File: config.mk
export PLATFORM = sky130hd
export DESIGN_NAME = adc_sat_monitor
export DESIGN_NICKNAME = d
export VERILOG_FILES = /design/src/rtl/adc_mon_pkg.sv /design/src/rtl/adc_sat_chan.sv /design/src/rtl/adc_sat_monitor.sv
export SDC_FILE = /design/constraint.sdc
export NUM_CORES = 1
export LEC_CHECK = 0
export ABC_CLOCK_PERIOD_IN_PS = 13600
export BUFFER_PORTS_ARGS = -buffer_cell sky130_fd_sc_hd__buf_2
export CAP_MARGIN = 20
export CELL_PAD_IN_SITES_DETAIL_PLACEMENT = 1
export CELL_PAD_IN_SITES_GLOBAL_PLACEMENT = 1
export CORE_MARGIN = 4
export CORE_UTILIZATION = 30
export CTS_CLUSTER_SIZE = 20
export DETAILED_ROUTE_END_ITERATION = 12
export PLACE_DENSITY = 0.7
export REMOVE_ABC_BUFFERS = 1
export SLEW_MARGIN = 25
export SYNTH_ARGS = -nofsm -noshare
export SYNTH_HDL_FRONTEND = slang
export SYNTH_HIERARCHICAL = 1
export SYNTH_SLANG_ARGS = --single-unit
File: constraint.sdc
create_clock -name clk -period 13.6 [get_ports clk]
set_clock_uncertainty 0.2 [all_clocks]
set_input_delay 2.04 -clock clk [delete_from_list [all_inputs] [get_ports clk]]
set_output_delay 2.04 -clock clk [all_outputs]
set_load 0.05 [all_outputs]
File: src/rtl/adc_mon_pkg.sv
// Shared types and arithmetic helpers for the ADC saturation monitor.
// Helpers work on 64-bit operands so a single function serves every counter width.
package adc_mon_pkg;

  typedef enum logic {
    ST_IDLE   = 1'b0,
    ST_ACTIVE = 1'b1
  } mon_state_t;

  // Add a 0/1 increment, clamping at the all-ones value of a w-bit counter.
  function automatic logic [63:0] sat_inc(input logic [63:0] a, input logic inc,
                                          input int unsigned w);
    logic [63:0] lim;
    lim = (w >= 64) ? '1 : ((64'd1 << w) - 64'd1);
    if (inc && (a < lim)) return a + 64'd1;
    return a;
  endfunction

  function automatic logic sat_hit(input logic signed [63:0] x,
                                   input logic signed [63:0] hi,
                                   input logic signed [63:0] lo);
    return (x >= hi) || (x <= lo);
  endfunction

endpackage

File: src/rtl/adc_sat_chan.sv
// One channel of the saturation monitor: registered sat flag, per-chirp
// accumulator, per-CPI max and bad-chirp counter, and sticky status bit.
module adc_sat_chan
  import adc_mon_pkg::*;
#(
  parameter int DATA_W = 16,
  parameter int CNT_W  = 32,
  parameter int BAD_W  = 16
) (
  input  logic              clk,
  input  logic              rst_n,
  input  logic [DATA_W-1:0] i_sample,
  input  logic [DATA_W-1:0] i_sat_hi,
  input  logic [DATA_W-1:0] i_sat_lo,
  input  logic [CNT_W-1:0]  i_chirp_thr,
  input  logic              i_start,
  input  logic              i_accum,
  input  logic              i_finish,
  input  logic              i_cpi_clr,
  input  logic              i_irq_clr,
  output logic [CNT_W-1:0]  o_chirp_cnt,
  output logic [CNT_W-1:0]  o_chirp_cnt_max,
  output logic [BAD_W-1:0]  o_bad_chirps,
  output logic              o_irq_status
);

  logic signed [DATA_W-1:0] w_x, w_hi, w_lo;
  logic                     w_hit, w_over;
  logic [CNT_W-1:0]         w_base, w_final, w_max_next;
  logic [BAD_W-1:0]         w_bad_next;

  logic                     r_flag;
  logic [CNT_W-1:0]         r_acc, r_cnt, r_max;
  logic [BAD_W-1:0]         r_bad;
  logic                     r_irq;

  assign w_x   = i_sample;
  assign w_hi  = i_sat_hi;
  assign w_lo  = i_sat_lo;
  assign w_hit = sat_hit(64'(w_x), 64'(w_hi), 64'(w_lo));

  // A sop beat restarts from zero even if a partial chirp was in progress.
  assign w_base     = i_start ? '0 : r_acc;
  assign w_final    = CNT_W'(sat_inc(64'(w_base), r_flag, CNT_W));
  assign w_over     = (w_final > i_chirp_thr);
  assign w_max_next = (i_cpi_clr || (w_final > r_max)) ? w_final : r_max;
  assign w_bad_next = i_cpi_clr ? BAD_W'(w_over)
                                : BAD_W'(sat_inc(64'(r_bad), w_over, BAD_W));

  always_ff @(posedge clk or negedge rst_n) begin
    if (!rst_n) begin
      r_flag <= 1'b0;
      r_acc  <= '0;
      r_cnt  <= '0;
      r_max  <= '0;
      r_bad  <= '0;
      r_irq  <= 1'b0;
    end else begin
      r_flag <= w_hit;
      if (i_finish) begin
        r_acc <= '0;
        r_cnt <= w_final;
        r_max <= w_max_next;
        r_bad <= w_bad_next;
      end else begin
        if (i_start)      r_acc <= CNT_W'(r_flag);
        else if (i_accum) r_acc <= CNT_W'(sat_inc(64'(r_acc), r_flag, CNT_W));
        if (i_cpi_clr) begin
          r_max <= '0;
          r_bad <= '0;
        end
      end
      // Set has priority over a same-cycle clear.
      if (i_finish && w_over) r_irq <= 1'b1;
      else if (i_irq_clr)     r_irq <= 1'b0;
    end
  end

  assign o_chirp_cnt     = r_cnt;
  assign o_chirp_cnt_max = r_max;
  assign o_bad_chirps    = r_bad;
  assign o_irq_status    = r_irq;

endmodule

File: src/rtl/adc_sat_monitor.sv
// Multi-channel ADC saturation monitor on the packed chirp stream: input
// register, shared chirp framing FSM, event strobes and per-channel units.
module adc_sat_monitor
  import adc_mon_pkg::*;
#(
  parameter int NUM_CH = 2,
  parameter int DATA_W = 16,
  parameter int CNT_W  = 32,
  parameter int BAD_W  = 16
) (
  input  logic                     clk,
  input  logic                     rst_n,
  input  logic                     s_valid,
  input  logic                     s_sop,
  input  logic                     s_eop,
  input  logic [NUM_CH*DATA_W-1:0] s_data,
  input  logic                     cpi_start,
  input  logic [DATA_W-1:0]        cfg_sat_hi,
  input  logic [DATA_W-1:0]        cfg_sat_lo,
  input  logic [CNT_W-1:0]         cfg_chirp_thr,
  input  logic [NUM_CH-1:0]        cfg_irq_en,
  input  logic [NUM_CH-1:0]        irq_clr,
  output logic [NUM_CH*CNT_W-1:0]  chirp_cnt,
  output logic [NUM_CH*CNT_W-1:0]  chirp_cnt_max,
  output logic [NUM_CH*BAD_W-1:0]  cpi_bad_chirps,
  output logic                     result_valid,
  output logic [NUM_CH-1:0]        irq_status,
  output logic                     irq,
  output logic                     seq_err
);

  logic       r_valid, r_sop, r_eop, r_cpi;
  mon_state_t r_state;
  logic       r_result_valid, r_seq_err;

  logic       w_active, w_start, w_accum, w_finish, w_seq_err;

  assign w_active  = (r_state == ST_ACTIVE);
  assign w_start   = r_valid & r_sop;
  assign w_finish  = r_valid & r_eop & (r_sop | w_active);
  assign w_accum   = r_valid & ~r_sop & ~r_eop & w_active;
  // Either a sop that truncates a running chirp, or an orphan eop.
  assign w_seq_err = r_valid & ((r_sop & w_active) | (r_eop & ~r_sop & ~w_active));

  always_ff @(posedge clk or negedge rst_n) begin
    if (!rst_n) begin
      r_valid        <= 1'b0;
      r_sop          <= 1'b0;
      r_eop          <= 1'b0;
      r_cpi          <= 1'b0;
      r_state        <= ST_IDLE;
      r_result_valid <= 1'b0;
      r_seq_err      <= 1'b0;
    end else begin
      r_valid        <= s_valid;
      r_sop          <= s_sop;
      r_eop          <= s_eop;
      r_cpi          <= cpi_start;
      r_result_valid <= w_finish;
      r_seq_err      <= w_seq_err;
      if (r_valid) begin
        if (r_sop && !r_eop) r_state <= ST_ACTIVE;
        else if (r_eop)      r_state <= ST_IDLE;
      end
    end
  end

  genvar gi;
  generate
    for (gi = 0; gi < NUM_CH; gi++) begin : g_chan
      adc_sat_chan #(
        .DATA_W(DATA_W),
        .CNT_W (CNT_W),
        .BAD_W (BAD_W)
      ) u_chan (
        .clk            (clk),
        .rst_n          (rst_n),
        .i_sample       (s_data[gi*DATA_W +: DATA_W]),
        .i_sat_hi       (cfg_sat_hi),
        .i_sat_lo       (cfg_sat_lo),
        .i_chirp_thr    (cfg_chirp_thr),
        .i_start        (w_start),
        .i_accum        (w_accum),
        .i_finish       (w_finish),
        .i_cpi_clr      (r_cpi),
        .i_irq_clr      (irq_clr[gi]),
        .o_chirp_cnt    (chirp_cnt[gi*CNT_W +: CNT_W]),
        .o_chirp_cnt_max(chirp_cnt_max[gi*CNT_W +: CNT_W]),
        .o_bad_chirps   (cpi_bad_chirps[gi*BAD_W +: BAD_W]),
        .o_irq_status   (irq_status[gi])
      );
    end
  endgenerate

  assign result_valid = r_result_valid;
  assign seq_err      = r_seq_err;
  assign irq          = |(irq_status & cfg_irq_en);

endmodule

==> results.cfg, run 1 <==
[status]
status = completed

[detailed_routing]
via_per_inst = 5.172
routedWlPerCell_um = 20.35
num_vias = 15280
routed_wl_um = 60110
firstDrtPassIters = 5
drc = 0
drtAntennaViolNets = 0
drt_iter0_drc = 727

[pwr]
sw_frac_of_total = 0.2730
finalPower_uw = 1790
pwr-share-seq = 0.402
peakVddDrop_mv = 0.08086
p_per_area_nw_per_um2 = 88.37
leakagePower_uw = 0.01003
power.internal_uw = 1301
power_switching_uw = 488.6
clockPowerShare = 0.472
comb_power_share = 0.127

[timing]
clock.fmax_mhz = 155.3
slew_violations = 0
worst_pin_slew_ns = 0.9834
setup_ws_ns = 7.161
relSlewSlack = 0.3400
grt_setup_unrepaired = no
setup_viol = 0
finalHoldViolCount = 0
post-route-min-period_ns = 6.439
fin_crit_sh = 0.4734
final.setup.tns_ns = 0

[placed_design]
dpl_worst_slack_ns = 7.170
routabilityCongestion = 0.9390
post-dp-hpwl_um = 47500
io_buffers = 270

[setup_path]
endpoint_kind = flip-flop
max_stage_delay_ns = 0.63
cpMaxStageDelayCell = a31oi_4
r2r_cells = 16
cp.arrival_ns = 6.68
crit_type = flip-flop to flip-flop
reg2reg_from = r_valid$_DFF_PN0_
path_max_fanout = 43
setup.worst_path.start_class = flip-flop
cp_data_required_time_ns = 13.84
regToRegEndpoint = g_chan[1].u_chan/o_chirp_cnt_max[27]$_DFFE_PN0P_
timing.critical_path.cells = and2_4, buf_4, nor2b_1, ha_1, a41oi_2, nand2_1, xor2_1, nor2_1, ha_1, a21oi_1, a211oi_1, or4b_1, a21o_1, a31oi_4, buf_4, mux2_2
r2r_slack_ns = 7.16

[global_route]
antenna_found_initial = 15
grt_max_degree = 109
grt_pass1_vias = 16640
grtUsageMet2 = 0.3228
grt_pass1_wl_um = 93990
grt_util_all_layers = 0.1928
met1_usage = 0.2449
grt_util_met3 = 0.05595
grt.overflow.total = 0
grt_busiest_layer = met2

[logic_synthesis]
synth.area.top_cells = dfrtp_1, ha_1, inv_1, nor2_1, xnor2_1
synth_ff_type = dfrtp_1
synth_top_cell_by_area = dfrtp_1
yosysMostFrequentCell = inv_1
synthTopCellsByCount = inv_1, dfrtp_1, nor2_1
synth.distinct_cells = 85
synth_edf_count = 0
synth-seq-area-share = 0.3425
ys_seq_elements = 235
synth_top_area_share = 0.3425
avgSynthCellArea_um2 = 8.872
synthArstFlopShare = 1.000
synthCells = 1935
ys.warnings.count = 6
syn_area_um2 = 17170

[finish]
filler_cell_count = 6698
nets = 2477
drive_above_1_share = 0.1953
utilization = 0.3585
area_growth_pct = 17.99
layout.area.seq_um2 = 5881
multi_input_comb_area_um2 = 9992

[die]
num_rows = 87
coreArea_um2 = 56500
ios = 271
fp.dieH_um = 247.2
start_util = 0.3039
dieArea_um2 = 61120
die_w_um = 247.2

[clock_network]
clk_pin_slew_ns = 0.07
cts.sinks = 235
cts-root-buf = clkbuf_16
clk_latency_ns = 0.58
htreeDepth = 1
ctsHoldBuffers = 0
postCtsResizedCells = 0
cts_buffers = 29
cts_setup_buffers = 0
cts_tree = yes
ctsLongestPathBuffers = 3

[worst_hold_path]
holdPathStages = 1
min_from = g_chan[0].u_chan/o_chirp_cnt[9]$_DFFE_PN0P_
hp-class = flip-flop to flip-flop
hold_end = g_chan[0].u_chan/o_chirp_cnt[9]$_DFFE_PN0P_

[job]
maxCapViolations = 0
-- power groups by stage --
stage | clock network [µW] | logic, µW | registers [µW]
floorplan | 0 | 112 | 746
global placement | 0 | 221 | 730
detailed placement | 0 | 229 | 731
CTS | 869 | 231 | 718
global route | 896 | 254 | 720
finish | 845 | 227 | 719
-- cell usage in the layout, fill, tap and decap left out, drive strengths merged, types with 26 or more instances in the layout --
master and count:
ha 198, xnor2 77, a21o 42, a21oi 95, nand4 69, mux2 47
o21ai 71, xor2 40, nor2 205, nor4 29, nand3 58, inv 254
clkbuf 34, mux2i 26, buf 279, dfrtp 235, nor3 45, nand2 124
-- cell families (layout without fill, tap and decap cells) --
| kind of cell | Yosys count | in the layout | share of synthesized area |
|---|---|---|---|
| AND/OR/NAND/NOR | 665 | 665 | 0.2039 |
| XOR/XNOR | 117 | 117 | 0.06450 |
| AO/OA/AOI/OAI | 321 | 321 | 0.1220 |
| adder cells (fa/ha/maj) | 198 | 198 | 0.1443 |
| flip-flops | 235 | 235 | 0.3425 |
| multiplexers | 73 | 73 | 0.04599 |
| other | 0 | 6 | 0 |
| buffers and inverters | 326 | 583 | 0.07682 |
-- stage by stage --
| stage | area (µm²) | std cells | hold WS (ns) |
|---|---|---|---|
| 6_report | 20260 | 2954 | 0.2784 |
| 2_1_floorplan | 16800 | 1863 | 0.2456 |
| 3_3_place_gp | 19190 | 2897 | 0.2632 |
| 4_1_cts | 20240 | 2948 | 0.2821 |
| 5_1_grt | 20250 | 2953 | 0.2972 |
| 3_5_place_dp | 19220 | 2898 | 0.2672 |
-- layer usage --
| metal | vias to the layer above | part of all wire |
|---|---|---|
| met4 | 16 | 0.023 |
| li1 | 7195 | - |
| met1 | 7586 | 0.44 |
| met5 | - | 0.0018 |
| met3 | 102 | 0.075 |
| met2 | 378 | 0.46 |
-- sequential cells by signal (all words and copies together) (netlist names) --
| name | cells |
|---|---|
| g_chan.u_chan/o_bad_chirps | 32 |
| g_chan.u_chan/o_chirp_cnt | 64 |
| g_chan.u_chan/o_chirp_cnt_max | 64 |
| g_chan.u_chan/o_irq_status | 2 |
| g_chan.u_chan/r_acc | 64 |
| g_chan.u_chan/r_flag | 2 |
| r_cpi | 1 |
| r_eop | 1 |
| r_sop | 1 |
| r_state | 1 |
| r_valid | 1 |
| result_valid | 1 |
| seq_err | 1 |
-- final cells by class --
class | count | area share
tap | 756 | 0.04670
antenna | 6 | 0.0007412
clock inverter | 16 | 0.01192
multi-input combinational | 1374 | 0.4933
sequential | 235 | 0.2903
timing repair buffer | 279 | 0.07172
clock buffer | 34 | 0.03824
inverter | 254 | 0.04707
-- worst max-delay path by stage --
stage	startpoint	endpoint	slack, ns	cells past startpoint
floorplan	r_sop$_DFF_PN0_	g_chan[1].u_chan/o_chirp_cnt_max[0]$_DFFE_PN0P_	8.23	15
global placement	r_sop$_DFF_PN0_	g_chan[1].u_chan/o_chirp_cnt_max[26]$_DFFE_PN0P_	7.45	16
detailed placement	r_valid$_DFF_PN0_	g_chan[1].u_chan/o_chirp_cnt_max[30]$_DFFE_PN0P_	7.17	16
CTS	r_valid$_DFF_PN0_	g_chan[1].u_chan/o_chirp_cnt_max[27]$_DFFE_PN0P_	7.13	16
global route	r_valid$_DFF_PN0_	g_chan[1].u_chan/o_chirp_cnt_max[25]$_DFFE_PN0P_	6.75	16
finish	r_valid$_DFF_PN0_	g_chan[1].u_chan/o_chirp_cnt_max[27]$_DFFE_PN0P_	7.16	16
-- worst max-delay path: cells and delay by family (launching register included) --
family | cells | cell delay (ns)
compound gates | 5 | 1.69
simple gates | 5 | 1.52
buf+inv | 2 | 0.94
fa+ha+maj | 2 | 0.70
flops | 1 | 0.43
xor+xnor | 1 | 0.39
mux | 1 | 0.38
No activity file was read; power rests on OpenSTA's default activity.
==> inputs of run 2 (changes only) <==
--- a/config.mk
+++ b/config.mk
@@ -5,7 +5,7 @@
 export SDC_FILE = /design/constraint.sdc
 export NUM_CORES = 1
 export LEC_CHECK = 0
-export ABC_CLOCK_PERIOD_IN_PS = 13600
+export ABC_CLOCK_PERIOD_IN_PS = 5600
 export BUFFER_PORTS_ARGS = -buffer_cell sky130_fd_sc_hd__buf_2
 export CAP_MARGIN = 20
 export CELL_PAD_IN_SITES_DETAIL_PLACEMENT = 1
@@ -14,7 +14,7 @@
 export CORE_UTILIZATION = 30
 export CTS_CLUSTER_SIZE = 20
 export DETAILED_ROUTE_END_ITERATION = 12
-export PLACE_DENSITY = 0.7
+export PLACE_DENSITY = 0.72
 export REMOVE_ABC_BUFFERS = 1
 export SLEW_MARGIN = 25
 export SYNTH_ARGS = -nofsm -noshare
==> constraint.sdc (replaced) <==
create_clock -name clk -period 5.6 [get_ports clk]
set_clock_uncertainty 0.2 [all_clocks]
set_input_delay 0.84 -clock clk [delete_from_list [all_inputs] [get_ports clk]]
set_output_delay 0.84 -clock clk [all_outputs]
set_load 0.05 [all_outputs]
==> results.cfg, run 2 (synthesis gave the netlist of run 1 again) <==
[pwr]
p_per_area_nw_per_um2 = 212.6
peakVddDrop_mv = 0.2062
leakagePower_uw = 0.01008
finalPower_uw = 4327

[timing]
setup_viol = 0
relSlewSlack = 0.4198
post-route-min-period_ns = 5.254
clock.fmax_mhz = 190.3
fin_crit_sh = 0.9383
slew_violations = 0
worst_pin_slew_ns = 0.8645
final.setup.tns_ns = 0
finalHoldViolCount = 0

[clock_network]
cts_tree = yes
ctsLongestPathBuffers = 3
clk_latency_ns = 0.56
cts-root-buf = clkbuf_16
cts_buffers = 28
clk_pin_slew_ns = 0.06
htreeDepth = 1
cts.sinks = 235

[finish]
final_common_cell = buf_2
drive_above_1_share = 0.1988
layout_common_cells = buf_2, inv_1, dfrtp_1
area_growth_pct = 18.57
utilization = 0.3603
layout.cells.non_filler = 2971
nets = 2485

[setup_path]
cp_data_required_time_ns = 5.87
setup.worst_path.start_class = flip-flop
crit_type = flip-flop to flip-flop
r2r_cells = 17
cp.arrival_ns = 5.53
endpoint_kind = flip-flop
path_max_fanout = 19

[die]
num_rows = 87
ios = 271
dieArea_um2 = 61120
start_util = 0.3039
fp.dieH_um = 247.2
coreArea_um2 = 56500
die_w_um = 247.2

[detailed_routing]
via_per_inst = 5.108
firstDrtPassIters = 4
drtAntennaViolNets = 0
drt_iter0_drc = 678
routed_wl_um = 59890
routedWlPerCell_um = 20.16
num_vias = 15180
drc = 0

[placed_design]
routabilityCongestion = 0.8911
dp_cells = 2906
io_buffers = 270
post-dp-hpwl_um = 47660

[global_route]
grt_pass1_wl_um = 93460
grt_pass1_vias = 16560
grt_max_degree = 109
antenna_found_initial = 22
grt.overflow.total = 0
grt_util_all_layers = 0.1922

[status]
status = completed

[job]
maxCapViolations = 0

[worst_hold_path]
hp-class = input pin to asynchronous set/reset pin
[run 2: power breakdown]
part	internal (µW)	switching, µW	total, µW
logic	191	368	558
clock network	1260	766	2030
registers	1720	24.9	1740
total	3170	1160	4330
[run 2: metal layers]
metal,GRT usage,share of wire,up-vias
met5,0,0.0020,-
met4,0.04380,0.022,18
met3,0.06582,0.088,89
met2,0.3258,0.46,372
met1,0.2364,0.43,7487
li1,-,-,7209
[run 2: timing repair]
item	CTS	global route
endpoints found under the setup margin	0	35
gates resized for setup	0	3
setup buffers	0	1
hold endpoints to repair	0	0
hold buffers	0	0
[run 2: final timing paths]
check	start	end	slack, ns
worst max-delay path	r_sop$_DFF_PN0_	g_chan[1].u_chan/o_bad_chirps[14]$_DFFE_PN0P_	0.35
worst min-delay path	rst_n	g_chan[1].u_chan/o_chirp_cnt[22]$_DFFE_PN0P_	0.07
worst max register to register	r_sop$_DFF_PN0_	g_chan[1].u_chan/o_bad_chirps[14]$_DFFE_PN0P_	0.35
worst min register to register	g_chan[0].u_chan/o_chirp_cnt[10]$_DFFE_PN0P_	g_chan[0].u_chan/o_chirp_cnt[10]$_DFFE_PN0P_	0.28
max in group asynchronous	rst_n	g_chan[0].u_chan/o_chirp_cnt[27]$_DFFE_PN0P_	4.00
min in group clk	s_eop	r_eop$_DFF_PN0_	0.19
[run 2: through the flow]
step	setup WS, ns	hold slack [ns]	instance area, µm²
after floorplan	0.2256	0.2456	16800
after global placement	0.3855	0.2641	19290
after detailed placement	0.2294	0.2677	19290
after CTS	0.1783	0.07449	20300
after global routing	-0.0005596	0.09113	20330
final	0.3456	0.06585	20360
[run 2: critical path, stage by stage, from the launching register on]
cell	delay, ns
dfrtp_1	0.43
and2_4	0.26
nor2b_1	0.22
ha_1	0.21
nand4b_1	0.12
nor4_2	0.36
and4b_1	0.43
nor3_1	0.12
xnor2_1	0.36
nor2_1	0.17
ha_1	0.36
nand4_1	0.21
nor4_2	0.43
o31a_1	0.20
buf_4	0.15
o211ai_1	0.24
or4_1	0.55
a31oi_1	0.15
[run 2: final cells by class]
class                      count  area (µm²)
fill                        6739       36140
multi-input combinational   1374       10010
sequential                   235        5881
timing repair buffer         288        1521
inverter                     254       953.4
tap                          756       945.9
clock buffer                  38       789.5
clock inverter                14       226.5
antenna                       12       30.03
